**src/rtl/sat_counter.sv**
```systemverilog
// Saturating up-counter with synchronous clear (clear wins over increment).
//   clk, reset_l : clock, asynchronous active-low reset
//   inc          : count up by one unless already at MAX
//   clr          : synchronous clear to zero
//   cnt          : current count
module sat_counter #(
    parameter int unsigned W   = 8,
    parameter logic [W-1:0] MAX = '1
) (
    input  logic         clk,
    input  logic         reset_l,
    input  logic         inc,
    input  logic         clr,
    output logic [W-1:0] cnt
);

    logic [W-1:0] cnt_q, cnt_d;

    always_comb begin
        cnt_d = cnt_q;
        if (clr) begin
            cnt_d = '0;
        end else if (inc && (cnt_q != MAX)) begin
            cnt_d = cnt_q + W'(1);
        end
    end

    always_ff @(posedge clk or negedge reset_l) begin
        if (!reset_l) begin
            cnt_q <= '0;
        end else begin
            cnt_q <= cnt_d;
        end
    end

    assign cnt = cnt_q;

endmodule

```
**config.mk**
```make
export PLATFORM = sky130hd
export DESIGN_NAME = sat_counter
export DESIGN_NICKNAME = d
export VERILOG_FILES = /design/src/rtl/sat_counter.sv
export SDC_FILE = /design/constraint.sdc
export NUM_CORES = 1
export LEC_CHECK = 0
export BUFFER_PORTS_ARGS = -buffer_cell sky130_fd_sc_hd__buf_2
export CORE_AREA = 4 4 41 43
export CTS_BUF_LIST = sky130_fd_sc_hd__clkbuf_8 sky130_fd_sc_hd__clkbuf_16
export CTS_CLUSTER_SIZE = 24
export DETAILED_ROUTE_END_ITERATION = 8
export DIE_AREA = 0 0 45 47
export PLACE_DENSITY = 0.54
export SYNTH_ARGS = -nofsm -noshare
export SYNTH_HDL_FRONTEND = slang
export SYNTH_SLANG_ARGS = --single-unit
```
**constraint.sdc**
```tcl
create_clock -name clk -period 1.85 [get_ports clk]
set_input_delay 0.0925 -clock clk [delete_from_list [all_inputs] [get_ports clk]]
set_output_delay 0.0925 -clock clk [all_outputs]
set_load 0.05 [all_outputs]
```
Yosys cells after proc, flatten, opt, wreduce, memory -nomap -nowiden:

Index checks and enable logic that the tools add are counted.

* register bits after elaboration: 8
* input port bits: 4
* output and inout bits: 8
* word-level logic and storage cells: 7

* $add $sub $neg: 1
* equal/unequal tests: 1
* muxes and demuxes: 2
* reductions and logical operators: 2

Operator list (count)
* two-way mux 8 bit: 2
* adder 8 x 1 -> 8 bit (second input constant): 1
* inequality test 8 bit (second input constant): 1
* nonzero test 2 bit: 1
* logical AND 1 bit: 1

Longest topological paths before layout:

Gate-level depths: netlist of the first run.

* word-level depth: 4
* mapped depth: 4
* mapped depth without buffers: 4

Least setup slack after synthesis of the first run:

No wires, ideal clock.

* kind: register to register
* start: register cnt_q[0], in the netlist cnt[0]
* end: register cnt_q[0], in the netlist cnt[0]
* library setup time: 0.125 ns
* arrival: 1.734 ns
* required time: 1.725 ns
* path slack: -0.009 ns
* stages on the path, launching flop included: 5
* buffers on the path: 0
* period minus slack after synthesis: 1.859 ns
* cell sequence: dfrtp_1 -> ha_1 -> and4_2 -> a21boi_1 -> mux2_2

* longest elaborated chain between the ends: 3
* elaborated cells on any way between the ends: 6
* classes of those cells: add/sub (1); eq/ne (1); mux (2); reduce/logical (2)

RTL lines
* start, declared: line 17 `logic [W-1:0] cnt_q, cnt_d;`
* start signal, assigned: line 32 `cnt_q <= cnt_d;`
* adder 8 x 1 -> 8 bit / inequality test 8 bit (equally long branches): line 24, 23
* two-way mux 8 bit / logical AND 1 bit (equally long branches): line 23 `end else if (inc && (cnt_q != MAX)) begin`
* two-way mux 8 bit / nonzero test 2 bit (equally long branches)

Several ways; a longest one is shown, not always the timed one. The select of a mux whose other input is x is not followed.
A chain may end at the register's enable or synchronous reset.

Worst setup path after layout of the first run:

Same ends and word-level chain as after synthesis.

==> results of run 1 <==
critical path, stage by stage (launching register included):
cell      delay, ps
dfrtp_2         430
ha_1            210
and4_2          250
a21boi_1        230
mux2_2          360
cell type report:
class	count	area (um^2)
fillers	145	708
multi-input cells	37	248
flip-flops and latches	8	201
repair buffers	13	72.6
clock buffers	3	41.3
well taps	15	18.8
inverters	2	7.51
clock inverters	1	3.75
cell usage in the layout (no fill, tap or decap), types with 2 or more instances in the layout:
master / instances
nor2_1: 2
nand2b_1: 3
mux2_2: 2
nor2b_1: 3
nand2_1: 2
nand3_1: 2
nor3_1: 4
dfrtp_1: 7
inv_1: 3
clkbuf_8: 3
buf_2: 11
a21oi_1: 3
power by group through the flow:
stage	Clock [mW]	Sequential, mW	Combinational [mW]
2_1_floorplan	0	0.203	0.0178
3_3_place_gp	0	0.188	0.0481
3_5_place_dp	0	0.188	0.0467
4_1_cts	0.223	0.186	0.0485
5_1_grt	0.232	0.188	0.0532
6_report	0.220	0.186	0.0478
stage by stage:
stage / worst slack (ps) / utilization (%) / instances / power [mW]
floorplan: 14.0 / - / 49 / 0.221
global placement: 282 / 41.3 / 74 / 0.236
detailed placement: 255 / 41.3 / 74 / 0.235
CTS: 247 / 45.6 / 79 / 0.458
global route: 163 / 45.6 / 79 / 0.473
finish: 250 / 45.6 / 79 / 0.454
worst paths after layout:
check,startpoint,to,slack (ps),depth (start not counted)
setup / recovery,cnt[0],cnt[0],250,4
hold / removal,clr,cnt[7],180,2
setup reg to reg,cnt[0],cnt[0],250,4
hold reg to reg,cnt[7],cnt[7],580,2
max in group asynchronous,reset_l,cnt[0],1420,2
min in group asynchronous,reset_l,cnt[4],240,2
logic make-up after synthesis:
family / count (synthesis)
AOI/OAI and AO/OA: 9
and+or+nand+nor: 24
muxes: 3
adders and majority gates: 1
DFF: 8
buffers and inverters: 4
per-layer routing:
| layer | up-vias | track usage, % |
|---|---|---|
| li1 | 213 | - |
| met1 | 210 | 15.7 |
| met2 | 14 | 16.9 |
| met3 | 2 | 2.30 |
| met4 | 0 | 7.02 |
| met5 | - | 0 |
==> summary.txt, run 1 <==
Final layout
  • Synthesis-to-layout area growth: 27.8%
  • Fraction of layout cells with a size suffix above 1: 31.3%
  • Final instance area: 593 um^2
  • Total Nets Final: 70
  • Largest register FFs: 8
  • Inserted Diodes: 0

Placed design
  • Placed Area: 538 um^2
  • Routability cong.: 0.740
  • DP HPWL: 744 um
  • PortBufs: 11

Timing
  • Min Tclk post-route: 1600 ps
  • RSZ-0062 raised after global routing: no
  • Period utilisation layout: 86.5%
  • Pins over their slew limit: 0
  • Final setup violation count: 0
  • Relative slew margins: 74.3%
  • Final hold slack: 182 ps
  • Final hold vios: 0
  • Actual slew at the worst max-slew pin: 377 ps
  • Setup_tns: 0 ps
  • Peak Freq: 625 MHz
  • Layout Skew: 8.12 ps

Pwr
  • Internal Power: 0.340 mW
  • P per Cell Area: 765 nW/um^2
  • Net switching share of the total power: 25.1%
  • Logic gate share of total power: 10.5%
  • Net Switching: 0.114 mW
  • Peak supply drop: 0.355 mV
  • Leakage: 0.276 nW
  • Part of the power in registers: 41.0%
  • Clock Power Share: 48.5%

Global routing
  • Vias in the first global route: 414
  • Initial antenna violation count: 0
  • Grt ovf: 0
  • Overall global routing resource usage: 11.6%
  • First-pass GRT wire length: 1.76 mm
  • Pin count of the biggest net entering global routing: 12

Synth
  • Post-synthesis xor/xnor area fraction: 0%
  • Top cell type's share of synthesized area: 43.1%
  • Mux contribution to synthesized area: 7.01%
  • Synth area leaders: dfrtp_1 (43%), mux2_2 (4.9%), nor3_1 (4.3%), nand2b_1 (4.0%), nor2b_1 (4.0%)
  • Top cells by count, synth: dfrtp_1 (8), nor3_1 (4), a21oi_1 (3), nand2b_1 (3), nor2b_1 (3)
  • Yosys warnings: 0
  • Library cells used by synthesis: 28
  • Compound-gate portion of the synthesized area: 12.7%
  • Dominant cell type by area after synthesis: dfrtp_1
  • Most used flip-flop cell after synthesis: dfrtp_1
  • Synth Net Count: 54
  • Post-synth EDFFs: 0
  • Post-synthesis sequential area ratio: 43.1%
  • Synth Instances: 49
  • Ys async rst share: 100%
  • Syn_area_per_cell: 9.47 um^2
  • Top-count cell post-synth: dfrtp_1
  • Main combinational cell family by area after synthesis: simple AND/OR/NAND/NOR gates
  • Synth Area in Adders: 2.70%
  • Simple-Gate Fraction of Synth Area: 31.0%
  • Mapped cell area: 464 um^2
  • Yosys reg bits: 8

Worst setup path
  • Critical path arrival: 1720 ps
  • WS Path Type: reg2reg
  • Req. time, crit path: 1970 ps
  • Worst setup EP type: register
  • Worst setup SP type: register
  • Crit-path max FO: 6

Job
  • MaxCap Viol Count: 0

Clock network
  • Clk_lat worst skew: 230 ps
  • Htree depth: 1
  • Longest Clk Path Bufs: 2
  • Cts hold-fix bufs: 1
  • Post_cts resized: 0
  • CTS Buf Count: 3
  • CTS tree: done
  • CTS Root Cell: clkbuf_8
  • Clock Sinks: 8
  • Setup Buffers After CTS: 0
  • Clock-pin slew on the worst setup and hold paths: 50 ps

Floorplan
  • Die area: 2120 um^2
  • Std cell rows: 13
  • Die W: 45 um
  • Ports: 12
  • Initial Util: 35.7%
  • Core area: 1300 um^2
  • Die span in y: 47 um

Drt
  • TritonRoute pass-1 iters: 4
  • Total Wirelength: 983 um
  • Met3 wire length: 55 um
  • WL met2: 423 um
  • Via count: 439
  • Remaining antenna violation count: 0
  • Remaining DRCs: 0
  • DR vias/cell: 5.56
  • WL per Instance: 12.4 um
  • Max layer used: met4
  • Number of DRC markers in iteration 0: 2
  • Met1 Wirelength: 487 um

Outcome
  • Status: finished clean

Hold path
  • Hold/Removal Path Class: in2reg
Note: power is estimated with default switching activity, not from simulation.
==> run 2, diff against run 1 <==
Settings changed: CELL_PAD_IN_SITES_DETAIL_PLACEMENT from default to 0, CELL_PAD_IN_SITES_GLOBAL_PLACEMENT from default to 1, PLACE_DENSITY 0.54 to 0.68.
==> summary.txt, run 2 (synthesized netlist as in run 1, its figures left out) <==
Outcome
  • Status: finished clean (unchanged)

Floorplan
  • Die W: 45 um (unchanged)
  • Core area: 1300 um^2 (unchanged)
  • Initial Util: 35.7% (unchanged)
  • Std cell rows: 13 (unchanged)
  • Die area: 2120 um^2 (unchanged)
  • Ports: 12 (unchanged)
  • Die span in y: 47 um (unchanged)

Drt
  • DR vias/cell: 5.62 (was 5.56)
  • TritonRoute pass-1 iters: 4 (unchanged)
  • Total Wirelength: 1.13 mm (was 983 um)
  • Remaining antenna violation count: 0 (unchanged)
  • Via count: 444 (was 439)
  • WL per Instance: 14.3 um (was 12.4 um)
  • Number of DRC markers in iteration 0: 8 (was 2)
  • Remaining DRCs: 0 (unchanged)

Final layout
  • Synthesis-to-layout area growth: 27.8% (unchanged)
  • Post-Layout Cell Count: 79 (unchanged)
  • Inserted Diodes: 0 (unchanged)
  • Fraction of layout cells with a size suffix above 1: 31.3% (unchanged)
  • Total Nets Final: 70 (unchanged)
  • # fillers: 144 (was 145)
  • Commonest non-fill, non-tap cell in the layout: buf_2 (unchanged)
  • Most frequent cells in the layout: buf_2 (11), dfrtp_1 (7), nor3_1 (4) (unchanged)
  • Largest register FFs: 8 (unchanged)

Placed design
  • DP Cell Count: 74 (unchanged)
  • PortBufs: 11 (unchanged)
  • Placement Setup Slack: 254 ps (was 255 ps)
  • Routability cong.: 0.685 (was 0.740)
  • DP HPWL: 751 um (was 744 um)

Timing
  • Relative slew margins: 75.7% (was 74.3%)
  • Peak Freq: 628 MHz (was 625 MHz)
  • Pins over their slew limit: 0 (unchanged)
  • Min Tclk post-route: 1590 ps (was 1600 ps)
  • Period utilisation layout: 86.1% (was 86.5%)
  • Final setup violation count: 0 (unchanged)
  • RSZ-0062 raised after global routing: no (unchanged)
  • Setup_tns: 0 ps (unchanged)
  • Final Worst Setup Slack: 257 ps (was 250 ps)
  • Actual slew at the worst max-slew pin: 356 ps (was 377 ps)
  • Layout Skew: 5.27 ps (was 8.12 ps)
  • Final hold vios: 0 (unchanged)

Hold path
  • Hold Crit Depth: 2 (unchanged)
  • Hold wc startpoint: clr (unchanged)
  • Hold/Removal Path Class: in2reg (unchanged)
  • Hold EP: cnt[7] (unchanged)

Worst setup path
  • Cell depth of the worst flop-to-flop path: 4 (unchanged)
  • Worst setup SP type: register (unchanged)
  • Crit-path max FO: 6 (unchanged)
  • WS Path Type: reg2reg (unchanged)
  • Worst r2r dst: cnt[0] (unchanged)
  • Flop2flop setup slack: 260 ps (was 250 ps)
  • Worst R2R Start: cnt[0] (unchanged)
  • Req. time, crit path: 1970 ps (about the same)
  • Critical path arrival: 1710 ps (was 1720 ps)
  • Worst setup EP type: register (unchanged)

Clock network
  • CTS tree: done (unchanged)
  • Htree depth: 1 (unchanged)
  • Clk_lat worst skew: 230 ps (about the same)
  • CTS Root Cell: clkbuf_8 (unchanged)
  • Post_cts resized: 0 (unchanged)
  • Clock-pin slew on the worst setup and hold paths: 50 ps (about the same)
  • Longest Clk Path Bufs: 2 (unchanged)
  • Clock Sinks: 8 (unchanged)
  • CTS Buf Count: 3 (unchanged)

Global routing
  • First-pass GRT wire length: 1.99 mm (was 1.76 mm)
  • Grt ovf: 0 (unchanged)
  • Initial antenna violation count: 0 (unchanged)
  • Pin count of the biggest net entering global routing: 12 (unchanged)
  • Vias in the first global route: 429 (was 414)
  • Overall global routing resource usage: 13.5% (was 11.6%)

Pwr
  • P per Cell Area: 773 nW/um^2 (was 765 nW/um^2)
  • Peak supply drop: 0.427 mV (was 0.355 mV)
  • Leakage: 0.276 nW (unchanged)

Job
  • MaxCap Viol Count: 0 (unchanged)
[run 2: worst max path at each step]
| stage | slack (ps) | cells after the start | endpoint | start |
|---|---|---|---|---|
| 2_1_floorplan | 10 | 4 | cnt[0] | cnt[1] |
| 3_3_place_gp | 280 | 4 | cnt[0] | cnt[0] |
| 3_5_place_dp | 250 | 4 | cnt[0] | cnt[0] |
| 4_1_cts | 240 | 4 | cnt[0] | cnt[0] |
| 5_1_grt | 180 | 4 | cnt[0] | cnt[0] |
| 6_report | 260 | 4 | cnt[0] | cnt[0] |
[run 2: area by class of cell]
cell class              count  area, um^2  share of cell area, %
repair buffers             13        72.6                   12.2
inverters                   2        7.51                   1.27
flip-flops and latches      8         201                   34.0
multi-input cells          37         248                   41.8
clock buffers               3        41.3                   6.96
well taps                  15        18.8                   3.16
clock inverters             1        3.75                  0.633
[run 2: critical path, cell delays in order, from the launching register on]
cell and delay [ps]:
dfrtp_2 430, ha_1 210, and4_2 260, a21boi_1 220
mux2_2 360
[run 2: layer usage]
| metal | track usage, % | routed length, um |
|---|---|---|
| met1 | 16.5 | 532 |
| met2 | 20.3 | 510 |
| met3 | 3.45 | 66 |
| met4 | 10.5 | 22 |
| met5 | 0 | 0 |
[run 2: where the power goes]
group	internal (mW)	total, mW	switching [mW]	leakage [nW]
Combinational	0.0156	0.0482	0.0326	0.140
Sequential	0.180	0.186	0.00595	0.109
Clock	0.145	0.224	0.0798	0.0269
Total	0.340	0.459	0.118	0.276
[run 2: per-stage QoR]
stage | util, % | hold WS, ps | power (mW) | cell area, um^2
2_1_floorplan | - | -203 | 0.221 | 465
3_3_place_gp | 41.3 | -48.4 | 0.236 | 538
3_5_place_dp | 41.3 | -45.5 | 0.236 | 538
4_1_cts | 45.6 | 171 | 0.465 | 593
5_1_grt | 45.6 | 184 | 0.480 | 593
6_report | 45.6 | 163 | 0.459 | 593
[run 2: what timing repair did]
action / in CTS / in global routing
setup buffers: 0 / 0
endpoints found under the hold margin: 8 / 0
hold buffers: 1 / 0
setup endpoints to repair: 0 / 0
==> run 3, diff against run 2 <==
Settings changed: ABC_AREA from default to 1, CORE_AREA 4 4 41 43 to default, CORE_MARGIN from default to 4, CORE_UTILIZATION from default to 34, DIE_AREA 0 0 45 47 to default, PLACE_DENSITY 0.68 to 0.7.
==> summary.txt, run 3 <==
Clock network
  • Clock Sinks: 8 (unchanged)
  • CTS tree: done (unchanged)
  • CTS Root Cell: clkbuf_8 (unchanged)
  • Htree depth: 1 (unchanged)
  • Longest Clk Path Bufs: 2 (unchanged)
  • Post_cts resized: 0 (unchanged)
  • CTS Buf Count: 3 (unchanged)
  • Clock-pin slew on the worst setup and hold paths: 40 ps (was 50 ps)
  • Clk_lat worst skew: 230 ps (about the same)

Drt
  • Total Wirelength: 1.19 mm (was 1.13 mm)
  • Remaining DRCs: 0 (unchanged)
  • Number of DRC markers in iteration 0: 7 (was 8)
  • TritonRoute pass-1 iters: 4 (unchanged)
  • Remaining antenna violation count: 0 (unchanged)
  • Via count: 510 (was 444)
  • DR vias/cell: 4.90 (was 5.62)
  • WL per Instance: 11.4 um (was 14.3 um)

Hold path
  • Hold Crit Depth: 3 (was 2)
  • Hold/Removal Path Class: in2reg (unchanged)

Worst setup path
  • Crit-path max FO: 4 (was 6)
  • Worst setup EP type: register (unchanged)
  • Critical path arrival: 1550 ps (was 1710 ps)
  • Worst setup SP type: register (unchanged)
  • Cell depth of the worst flop-to-flop path: 7 (was 4)
  • WS Path Type: reg2reg (unchanged)
  • Req. time, crit path: 1970 ps (about the same)

Global routing
  • Grt ovf: 0 (unchanged)
  • Vias in the first global route: 449 (was 429)
  • First-pass GRT wire length: 1.94 mm (was 1.99 mm)
  • Overall global routing resource usage: 13.0% (was 13.5%)
  • Initial antenna violation count: 0 (unchanged)
  • Pin count of the biggest net entering global routing: 9 (was 12)

Synth
  • Post-synthesis sequential area ratio: 39.1% (was 43.1%)
  • Post-synth EDFFs: 0 (unchanged)
  • Top cell type's share of synthesized area: 39.1% (was 43.1%)
  • Most used flip-flop cell after synthesis: dfrtp_1 (unchanged)
  • Top-count cell post-synth: nand2_1 (was dfrtp_1)
  • Yosys warnings: 0 (unchanged)
  • Mapped cell area: 512 um^2 (was 464 um^2)
  • Top cells by count, synth: nand2_1 (25), inv_1 (10), nand3_1 (9) (was dfrtp_1 (8), nor3_1 (4), a21oi_1 (3), nand2b_1 (3), nor2b_1 (3))
  • Syn_area_per_cell: 6.92 um^2 (was 9.47 um^2)
  • Synth area leaders: dfrtp_1 (39%), nand2_1 (18%), nand3_1 (8.8%), inv_1 (7.3%), a21oi_1 (3.9%) (was dfrtp_1 (43%), mux2_2 (4.9%), nor3_1 (4.3%), nand2b_1 (4.0%), nor2b_1 (4.0%))
  • Synth Instances: 74 (was 49)
  • Library cells used by synthesis: 15 (was 28)
  • Ys async rst share: 100% (unchanged)
  • Yosys reg bits: 8 (unchanged)
  • Synth Net Count: 79 (was 54)
  • Dominant cell type by area after synthesis: dfrtp_1 (unchanged)

Outcome
  • Status: finished clean (unchanged)

Final layout
  • Inserted Diodes: 0 (unchanged)
  • Commonest non-fill, non-tap cell in the layout: nand2_1 (was buf_2)
  • Total Nets Final: 96 (was 70)
  • Synthesis-to-layout area growth: 24.4% (was 27.8%)
  • Most frequent cells in the layout: nand2_1 (25), buf_2 (11), inv_1 (10) (was buf_2 (11), dfrtp_1 (7), nor3_1 (4))
  • # fillers: 156 (was 144)
  • Largest register FFs: 8 (unchanged)
  • Final instance area: 637 um^2 (was 593 um^2)
  • Fraction of layout cells with a size suffix above 1: 23.6% (was 31.3%)

Timing
  • Period utilisation layout: 77.1% (was 86.1%)
  • Actual slew at the worst max-slew pin: 333 ps (was 356 ps)
  • Layout Skew: 6.38 ps (was 5.27 ps)
  • Setup_tns: 0 ps (unchanged)
  • Peak Freq: 701 MHz (was 628 MHz)
  • Final setup violation count: 0 (unchanged)
  • RSZ-0062 raised after global routing: no (unchanged)
  • Final hold vios: 0 (unchanged)
  • Pins over their slew limit: 0 (unchanged)
  • Min Tclk post-route: 1430 ps (was 1590 ps)
  • Relative slew margins: 77.8% (was 75.7%)

Placed design
  • DP HPWL: 902 um (was 751 um)
  • PortBufs: 11 (unchanged)
  • Placed Area: 586 um^2 (was 538 um^2)
  • Routability cong.: 0.759 (was 0.685)

Job
  • MaxCap Viol Count: 0 (unchanged)

Floorplan
  • Die span in y: 46.8 um (was 47 um)
  • Initial Util: 37.5% (was 35.7%)
  • Die W: 46.8 um (was 45 um)
  • Ports: 12 (unchanged)
  • Core area: 1370 um^2 (was 1300 um^2)
  • Die area: 2190 um^2 (was 2120 um^2)
  • Std cell rows: 13 (unchanged)

Pwr
  • Peak supply drop: 0.659 mV (was 0.427 mV)
  • Leakage: 0.340 nW (was 0.276 nW)
  • P per Cell Area: 752 nW/um^2 (was 773 nW/um^2)
[run 3: cell types whose count changed in the layout (fill, tap and decap cells not counted), sizes merged, moves of 3 or more]
| cell | change |
|---|---|
| nor2b | -3 |
| nand2 | +26 |
| nor2 | +5 |
| nand3 | +6 |
| inv | +7 |
| nand2b | -3 |
[run 3: layout make-up]
cell class	count	area, um^2	area share, %
multi-input cells	55	265	41.7
flip-flops and latches	8	200	31.4
repair buffers	12	65.1	10.2
inverters	11	46.3	7.27
clock buffers	3	41.3	6.48
well taps	15	18.8	2.95
[run 3: critical path, stage by stage, from the launching register on]
cell and delay [ps]:
dfrtp_1 410, ha_1 240, nand2_2 100, nor2_2 40
a21oi_1 300, nand3_1 110, nand2_1 70, inv_1 40
[run 3: path summary, 6_finish.rpt]
kind                               from  endpoint  slack, ps
worst max-delay path             cnt[0]    cnt[7]        420
worst min-delay path                inc    cnt[5]        150
worst max register to register   cnt[0]    cnt[7]        420
worst min register to register   cnt[1]    cnt[1]        540
max in group asynchronous       reset_l    cnt[4]       1440
min in group asynchronous       reset_l    cnt[0]        230
[run 3: through the flow]
stage	setup WS, ps	cells	power (mW)	hold WS [ps]	util (%)
6_report	423	104	0.479	150	46.6
4_1_cts	416	104	0.489	148	46.6
3_3_place_gp	482	100	0.274	-47.4	42.9
5_1_grt	336	104	0.507	176	46.6
2_1_floorplan	284	74	0.248	-203	-
3_5_place_dp	431	100	0.272	-45.0	42.9
[run 3: power breakdown]
| part | switching (mW) | leakage, nW | internal [mW] |
|---|---|---|---|
| sequential | 0.0110 | 0.108 | 0.183 |
| combinational | 0.0555 | 0.210 | 0.0208 |
| clock | 0.0677 | 0.0216 | 0.141 |
[run 3: what timing repair did]
item	in CTS	in global routing
setup endpoints to repair	0	0
setup buffers	0	0
endpoints found under the hold margin	8	0
hold buffers	1	0
[run 3: cells by family after synthesis]
kind of cell	share of synthesized area (%)
AOI/OAI and AO/OA	9.53
adders and majority gates	2.44
buffers and inverters	9.05
DFF	39.1
and+or+nand+nor	39.9
[run 3: metal layers]
layer | vias up | share of wire, % | GRT usage (%)
met4 | 0 | 1.0 | 3.31
met3 | 2 | 6.9 | 6.90
met5 | - | 0 | 0
li1 | 265 | - | -
met1 | 232 | 49 | 16.3
met2 | 11 | 43 | 19.5
